### src/rtl/alarm_arbiter.sv
// alarm_arbiter: confirms anomalies by hit persistence, latches an alarm with a one-shot irq, releases
// on ack plus a sustained clear run, then holds off re-arming for a cooldown. ALARM_PEAK_EN adds peak_vote tracking.
module alarm_arbiter #(
  parameter int VOTE_THRESH  = 25,
  parameter int CONFIRM_CNT  = 3,
  parameter int CLEAR_CNT    = 4,
  parameter int COOLDOWN_CYC = 1000
) (
  input  logic       clk,
  input  logic       rst,
  input  logic       data_valid,
  input  logic [5:0] vote_count,
  input  logic       anomaly_detected,
  input  logic       ack,
  output logic       alarm,
  output logic       alarm_irq,
  output logic [1:0] alarm_state,
  output logic [7:0] event_count,
  output logic [5:0] peak_vote
);

  typedef enum logic [1:0] {
    ST_IDLE     = 2'd0,
    ST_SUSPECT  = 2'd1,
    ST_ALARM    = 2'd2,
    ST_COOLDOWN = 2'd3
  } state_t;

  localparam logic [5:0]  THRESH  = 6'(VOTE_THRESH);
  localparam logic [3:0]  CONFIRM = 4'(CONFIRM_CNT);
  localparam logic [3:0]  CLEAR   = 4'(CLEAR_CNT);
  localparam logic [15:0] CD_LAST = 16'(COOLDOWN_CYC - 1);

  state_t      state, state_nxt;
  logic [3:0]  hit_cnt, hit_cnt_nxt;
  logic [3:0]  clr_cnt, clr_cnt_nxt;
  logic [15:0] cd_cnt, cd_cnt_nxt;
  logic        ack_lat, ack_lat_nxt;
  logic [7:0]  event_nxt;
  logic        enter_alarm;
  logic        ack_v;
  logic [3:0]  clr_v;
  logic        hit, miss;

  assign hit  = data_valid & anomaly_detected & (vote_count >= THRESH);
  assign miss = data_valid & ~hit;

  always_comb begin
    state_nxt   = state;
    hit_cnt_nxt = hit_cnt;
    clr_cnt_nxt = clr_cnt;
    cd_cnt_nxt  = cd_cnt;
    ack_lat_nxt = ack_lat;
    event_nxt   = event_count;
    enter_alarm = 1'b0;
    ack_v       = 1'b0;
    clr_v       = 4'd0;
    case (state)
      ST_IDLE, ST_SUSPECT: begin
        if (hit) begin
          if (hit_cnt + 4'd1 >= CONFIRM) begin
            enter_alarm = 1'b1;
            state_nxt   = ST_ALARM;
            hit_cnt_nxt = 4'd0;
            clr_cnt_nxt = 4'd0;
            ack_lat_nxt = 1'b0;
            if (event_count != 8'hff) event_nxt = event_count + 8'd1;
          end else begin
            state_nxt   = ST_SUSPECT;
            hit_cnt_nxt = hit_cnt + 4'd1;
          end
        end else if (miss) begin
          state_nxt   = ST_IDLE;
          hit_cnt_nxt = 4'd0;
        end
      end
      ST_ALARM: begin
        // Release uses this cycle's ack and sample, so an ack after the clear run exits immediately.
        ack_v = ack_lat | ack;
        if (hit)
          clr_v = 4'd0;
        else if (miss && clr_cnt != CLEAR)
          clr_v = clr_cnt + 4'd1;
        else
          clr_v = clr_cnt;
        ack_lat_nxt = ack_v;
        clr_cnt_nxt = clr_v;
        if (clr_v == CLEAR && ack_v) begin
          state_nxt   = ST_COOLDOWN;
          cd_cnt_nxt  = 16'd0;
          clr_cnt_nxt = 4'd0;
          ack_lat_nxt = 1'b0;
        end
      end
      ST_COOLDOWN: begin
        if (cd_cnt == CD_LAST) begin
          state_nxt  = ST_IDLE;
          cd_cnt_nxt = 16'd0;
        end else begin
          cd_cnt_nxt = cd_cnt + 16'd1;
        end
      end
      default: state_nxt = ST_IDLE;
    endcase
  end

  always_ff @(posedge clk) begin
    if (rst) begin
      state       <= ST_IDLE;
      hit_cnt     <= 4'd0;
      clr_cnt     <= 4'd0;
      cd_cnt      <= 16'd0;
      ack_lat     <= 1'b0;
      event_count <= 8'd0;
      alarm       <= 1'b0;
      alarm_irq   <= 1'b0;
    end else begin
      state       <= state_nxt;
      hit_cnt     <= hit_cnt_nxt;
      clr_cnt     <= clr_cnt_nxt;
      cd_cnt      <= cd_cnt_nxt;
      ack_lat     <= ack_lat_nxt;
      event_count <= event_nxt;
      alarm       <= (state_nxt == ST_ALARM);
      alarm_irq   <= enter_alarm;
    end
  end

  assign alarm_state = state;

`ifdef ALARM_PEAK_EN
  logic [5:0] peak_q;

  // Peak restarts from the confirming sample and is held after release until the next episode.
  always_ff @(posedge clk) begin
    if (rst)
      peak_q <= 6'd0;
    else if (enter_alarm)
      peak_q <= vote_count;
    else if (state == ST_ALARM && data_valid && vote_count > peak_q)
      peak_q <= vote_count;
  end

  assign peak_vote = peak_q;
`else
  assign peak_vote = 6'd0;
`endif

endmodule

### config.mk
export PLATFORM = sky130hd
export DESIGN_NAME = alarm_arbiter
export DESIGN_NICKNAME = d
export VERILOG_FILES = /design/src/rtl/alarm_arbiter.sv
export SDC_FILE = /design/constraint.sdc
export NUM_CORES = 1
export LEC_CHECK = 0
export ABC_AREA = 1
export ABC_CLOCK_PERIOD_IN_PS = 5000
export CAP_MARGIN = 20
export CORE_MARGIN = 2
export CORE_UTILIZATION = 50
export DETAILED_ROUTE_END_ITERATION = 7
export PLACE_DENSITY = 0.7
export SLEW_MARGIN = 40
export SYNTH_ARGS = -nofsm -noshare
export SYNTH_HDL_FRONTEND = slang
export SYNTH_SLANG_ARGS = --single-unit
### constraint.sdc
create_clock -name clk -period 5 [get_ports clk]
set_clock_uncertainty 0.15 [all_clocks]
set_input_delay 1.25 -clock clk [delete_from_list [all_inputs] [get_ports clk]]
set_output_delay 1.25 -clock clk [all_outputs]
set_load 0.02 [all_outputs]
Word-level counts from Yosys, hierarchy flattened:

Index checks and enable logic that the tools add are counted.
W data, S select, Z words.

* $add $sub $neg: 4
* $lt $le $gt $ge: 2
* equal/unequal tests: 11
* multiplexer cells: 24
* bitwise logic cells: 6
* reductions and logical operators: 12

Operator list (count)
* $mux W4: 9
* $mux W16: 2
* $pmux W16 S2: 1
* $add A16 B1 Y16 const B: 1
* $eq A16 B10 Y1 const B: 1
* $mux W2: 5
* $add A4 B1 Y4 const B: 2
* $add A8 B1 Y8 const B: 1
* $ne A8 B8 Y1 const B: 1
* $pmux W4 S2: 1
* $eq A2 B2 Y1 const B: 3
* $ge A6 B5 Y1 const B: 1
* $ne A2 B2 Y1 const B: 3
* $pmux W2 S3: 1
* $reduce_bool A2 Y1: 3
* $eq A4 B3 Y1 const B: 1
* $ge A4 B2 Y1 const B: 1
* $mux W1: 4
* $ne A4 B3 Y1 const B: 1
* $reduce_and A2 Y1: 2
* $reduce_and A4 Y1: 1
* $and A1 B1 Y1: 3
* $reduce_and A3 Y1: 1
* $reduce_or A3 Y1: 1
* other kinds (7): 9

* register bits: 37
* bits of input ports: 11
* output and inout port bits: 18
* logic and storage cells: 67

Depth between registers and ports, before layout:

* depth in word-level cells: 13
* gate-level depth with buffers: 14
* depth with buffers taken out: 14

Worst setup path before layout:

No wires, ideal clock.

* kind: input to register
* start point: in data_valid
* end point: reg cd_cnt[10]
* library setup time: 0.139 ns
* arrival time: 2.240 ns
* required time: 4.711 ns
* slack: 2.471 ns
* stages on the path: 10
* buffers on the path: 2
* path through: buf_4 > nand2_1 > inv_2 > nand2_2 > nand3_1 > nor2_4 > nand3_4 > buf_6 > nand3_2 > a21oi_2

* longest elaborated chain between the ends: 12

Ends and longest elaborated chain
* start: declaration: RTL line 11 `input logic data_valid,`
* $and A1 B1 Y1 (2 in series): RTL line 45 `assign hit = data_valid & anomaly_detected & (vote_count >= THRESH);`
* $not A1 Y1 (no line)
* $and A1 B1 Y1: RTL line 46 `assign miss = data_valid & ~hit;`
* $logic_and A1 B1 Y1: RTL line 82 `else if (miss && clr_cnt != CLEAR)`
* $mux W4: RTL line 82
* $mux W4 (*): RTL line 80 `if (hit)`
* $mux W4 (*): RTL line 58 `case (state)`
* $eq A4 B3 Y1 (*): RTL line 88 `if (clr_v == CLEAR && ack_v) begin`
* $logic_and A1 B1 Y1 (*): RTL line 88
* $ne A2 B2 Y1 (no line) (*)
* $reduce_and A2 Y1 (no line) (*)
* end signal: assignment: RTL line 121 `cd_cnt <= cd_cnt_nxt;`
* end: declaration: RTL line 37 `logic [15:0] cd_cnt, cd_cnt_nxt;`

Every way passes the cells marked *; elsewhere a longest branch is shown, timed or not. The select of a mux whose other input is x is not followed.
A chain may end at the register's enable or synchronous reset.

Worst setup path after layout:

* start point: in data_valid
* end point: reg event_count[6]

* longest elaborated chain between the ends: 3

Ends and longest elaborated chain
* $and A1 B1 Y1 (2 in series): RTL line 45
* $reduce_and A4 Y1 (no line)
* end signal: assignment: RTL line 123 `event_count <= event_nxt;`
* end: declaration: RTL line 18 `output logic [7:0] event_count,`

No other way between the ends.

==> results.toml <==
[yosys]
synth_common_cells = "64 x nand2_1, 37 x dfxtp_1, 35 x nand3_1"
yosysWarningCount = 0
yosys.area.top_type = "dfxtp_1"
synth-async-reset-ratio_pct = 0
synth_ff_type = "dfxtp_1"
ys_seq_area_share_pct = 33.37
synthDistinctLibCells = 34
syn_avg_cell_area_um2 = 7.230
synth.top_cell.area_share_pct = 33.37
syn-cell-area_mm2 = 0.002220
yosysMostFrequentCell = "nand2_1"
ys_top_cells_by_area = "dfxtp_1 33%, nand2_1 11%, nand3_1 7.9%, a21oi_1 5.2%, nand3_2 5.0%"
syn-instance-count = 307
synth-edff-count = 0
synth_seq_cells = 37

[global_routing]
grt_busiest_layer = "met2"
grt-ovfl-total = 0
use_met3_pct = 4.131
grt_first_pass_wirelength_um = 8100
grt_use_total_pct = 19.98
first_global_vias = 1769
grt_use_met1_pct = 27.60
grt_max_degree = 28
use_met2_pct = 30.50
antenna_found_initial = 0

[clocking]
h-tree-depth = 2
clk_pin_slew_ps = 70
cts.sinks = 37
cts_buffer_depth = 2
cts-resized-gates = 0
cts_tree = "built"
clk_latency_ps = 290
root_buffer = "clkbuf_8"
post-cts-setup-buffers = 0
cts_buffers = 5
hold_buffers = 0

[setup_path]
cp-start-kind = "input port"
crit_arrival_ps = 2970
crit_path_end_kind = "flop"
critPathLaunch = "data_valid"
r2r-end = "cd_cnt[11]"
regToRegSetupSlack_ps = 2920
worstReg2RegStart = "clr_cnt[0]"
cp_max_fo = 10
worstSetupPathType = "in -> reg"
reg2reg_depth = 12
required_ps = 5040

[routing]
vias = 1987
dr.pass1.iters = 4
wl_um = 4613
wl_per_cell_um = 12.11
final_antenna_net_count = 0
drt_iter0_drc = 119
drc = 0
viasPerCell = 5.215

[floorplan]
rows = 24
die_h_um = 70.63
die-area_mm2 = 0.004988
dieWidth_um = 70.63
ioPinCount = 29
start_util_pct = 51.33
coreArea_mm2 = 0.004324

[placed_design]
hpwl_um = 3377
place.gp.congestion = 0.8370
portBuffers = 22

[final_layout]
drive_above_1_share_pct = 15.20
nNetsFinal = 346
nFillCells = 433
area_growth_pct = 14.26
n_antenna_cell = 0

[timing]
hold_ws_ps = 311.9
finalCritPeriodShare_pct = 58.61
worst_slew_pin_slew_ps = 815.5
relSlewSlack_pct = 45.50
tns_ps = 0
hold_viol = 0
drv_slew = 0
rsz0062_at_grt = "false"
final.min_clock_period_ps = 2931
setup_violations = 0
fmax_mhz = 341.2

[min_path]
hold-path-cell-count = 2
min_to = "hit_cnt[3]"
hp-start = "hit_cnt[3]"
hold_path_class = "reg -> reg"

[flow_run]
drv_cap = 0

[power_and_ir_drop]
p_per_area_mw_per_mm2 = 224.1
p_leak_nw = 0.9172
ir_drop_v = 0.0001494

[outcome]
status = "completed"
[area by class of cell]
type	instances	area, um^2	area share [%]
multi-input combinational	232	1300	51.26
sequential	37	740.7	29.21
timing repair buffer	23	227.7	8.979
inverter	30	112.6	4.440
clock buffer	6	82.58	3.256
tap	52	65.06	2.565
clock inverter	1	7.507	0.2960
[worst max path at each step]
| stage | end | slack (ps) | cells after the start |
|---|---|---|---|
| 2_1_floorplan | cd_cnt[10] | 2470 | 10 |
| 3_5_place_dp | event_count[6] | 1750 | 10 |
| 4_1_cts | cd_cnt[11] | 2070 | 10 |
| 3_3_place_gp | event_count[6] | 1780 | 10 |
| 6_report | event_count[6] | 2070 | 10 |
| 5_1_grt | event_count[6] | 1900 | 10 |
[through the flow]
stage	worst slack (ps)	power, W	cell area [um^2]	utilization [%]	instances
after CTS	2068	0.0005725	2536	58.65	381
final	2069	0.0005683	2536	58.65	381
after global routing	1901	0.0005916	2536	58.65	381
after global placement	1776	0.0003606	2446	56.57	374
after detailed placement	1746	0.0003610	2446	56.57	374
after floorplan	2471	0.0003472	2238	-	312
[where the power goes]
group          internal, W  total [W]  switching (W)
sequential        0.000298   0.000303     0.00000493
clock             0.000109   0.000214       0.000105
combinational    0.0000191  0.0000509      0.0000318
[per-layer routing]
metal,wire length [um],share of wire [%]
met5,0,0
met4,70,1.5
met3,182,3.9
met2,2018,44
met1,2341,51
[cell usage in the layout (no fill, tap or decap), types with 7 or more instances in the layout]
| master | instances |
|---|---|
| nand2_1 | 64 |
| dfxtp_1 | 37 |
| nand3_1 | 35 |
| inv_1 | 23 |
| a21oi_1 | 23 |
| clkdlybuf4s50_1 | 22 |
| nor2_1 | 18 |
| nand3_2 | 11 |
| a21oi_2 | 10 |
| o21ai_0 | 9 |
| nand4_1 | 7 |
[flip-flops by register name, summed over array words and instances (netlist names)]
signal and count:
hit_cnt 4, event_count 8, cd_cnt 16, alarm_irq 1, alarm 1, ack_lat 1
alarm_state 2, clr_cnt 4
[cells by family (layout without fill, tap and decap cells)]
logic type                 after synthesis  count (layout)  synth area share, %
and+or+nand+nor                        164             164                38.11
DFF                                     37              37                33.37
adders and majority gates                6               6                3.382
xor gates and xnor gates                 9               9                3.551
AOI/OAI and AO/OA                       47              47                12.51
other                                    1               6               0.1689
buffers and inverters                   43              60                8.906
[worst max-delay path, cell delays in order]
cell,delay [ps]
clkdlybuf4s50_1,650
nand2_1,110
inv_2,60
nand2_2,110
inv_2,80
nand2_1,90
nor2_4,220
nand2_2,170
o21ai_0,180
nor2_1,50
Power figures use the tool's default switching activity.
==> RTL edit, RTL diff (same flow settings) <==
Set the parameter `VOTE_THRESH` to 12 (it was 25).
--- a/src/rtl/alarm_arbiter.sv
+++ b/src/rtl/alarm_arbiter.sv
@@ -2,5 +2,5 @@
 // on ack plus a sustained clear run, then holds off re-arming for a cooldown. ALARM_PEAK_EN adds peak_vote tracking.
 module alarm_arbiter #(
-  parameter int VOTE_THRESH  = 25,
+  parameter int VOTE_THRESH  = 12,
   parameter int CONFIRM_CNT  = 3,
   parameter int CLEAR_CNT    = 4,
Function: changed (a bounded check fails within 4 cycles, from zero or initial values and one cycle with rst high).
==> RTL edit against the original RTL <==
Combinational power rose by 2%; via count increased by 5.7%; total power is 4.4% lower; wire length is 2.6% lower; area after synthesis up 1.7%; final area up 0.44%; register-to-register slack worse by 0.12 ns; cell count rose by 3.9%; worst hold slack improved by 0.0013 ns; setup slack worse by 0.15 ns; sequential cell count did not move; sequential power about the same.
==> RTL edit: results (changes against the original RTL) <==
Timing
  • Final worst-path cycle share: 0.616 (was 0.586)
  • Final hold slack: 0.313 ns (was 0.312 ns)
  • Max-slew headroom: 0.478 (was 0.455)

Setup path
  • Slowest stage delay, CP: 0.52 ns (was 0.65 ns)
  • Critical Path Sink: alarm (was event_count[6])
  • Reg2Reg Setup Slack: 2.80 ns (was 2.92 ns)
  • R2R depth: 9 (was 12)
  • Crit path max-delay family: simple AND/OR/NAND/NOR gates (was buffers and inverters)
  • R2R Path End: alarm (was cd_cnt[11])

Logic synthesis
  • Xor/xnor share of the synthesized area: 0.0155 (was 0.0355)
  • Post-synthesis compound-gate area fraction: 0.132 (was 0.125)
  • Syn Inst Count: 323 (was 307)
  • Top cells by area, synth: dfxtp_1 (33%), nand2_1 (12%), nand3_1 (7.5%) (was dfxtp_1 (33%), nand2_1 (11%), nand3_1 (7.9%))

Layout
  • Layout cells sized above 1: 0.148 (was 0.152)

Place
  • Gp weighted congestion: 0.950 (was 0.837)
  • DP Worst Slack: 1.63 ns (was 1.75 ns)
  • Area post-placement: 2470 µm² (was 2450 µm²)

Global routing
  • Vias in the first global route: 1892 (was 1769)
  • Overall Global Routing Usage: 0.194 (was 0.200)

Worst hold path
  • Worst Hold End: ack_lat (was hit_cnt[3])

Status
  • Outcome: finished, final reports clean (unchanged)

Route
  • Wirelength per Cell: 11.4 µm (was 12.1 µm)
  • Vias: 2100 (was 1987)
  • Drt first-iter violations: 87 (was 119)
  • Final wirelength: 4500 µm (was 4610 µm)

Power and ir drop
  • IR drop worst, VDD: 148 µV (was 149 µV)
RTL edit: layout make-up:
class	instances	area [µm²]
Tap cell	52	65.1
Fill cell	425	1810
Sequential cell	37	741
Clock inverter	1	5.00
Inverter	44	165
Multi-Input combinational cell	236	1290
Timing Repair Buffer	21	208
Clock buffer	5	68.8
RTL edit: power by group:
| group | total [µW] | switching, µW | internal (µW) |
|---|---|---|---|
| Sequential | 302 | 4.08 | 298 |
| Clock | 189 | 97.4 | 91.6 |
| Combinational | 51.7 | 33.6 | 18.1 |
| Total | 543 | 135 | 408 |
RTL edit: per-layer routing:
metal | routed length (µm) | track usage | share of wire | vias to the layer above
li1 | - | - | - | 1094
met1 | 2140 | 0.250 | 0.48 | 964
met2 | 2170 | 0.318 | 0.48 | 35
met3 | 132 | 0.0427 | 0.029 | 7
met4 | 53 | 0.0734 | 0.012 | 0
met5 | 0 | 0 | 0 | -
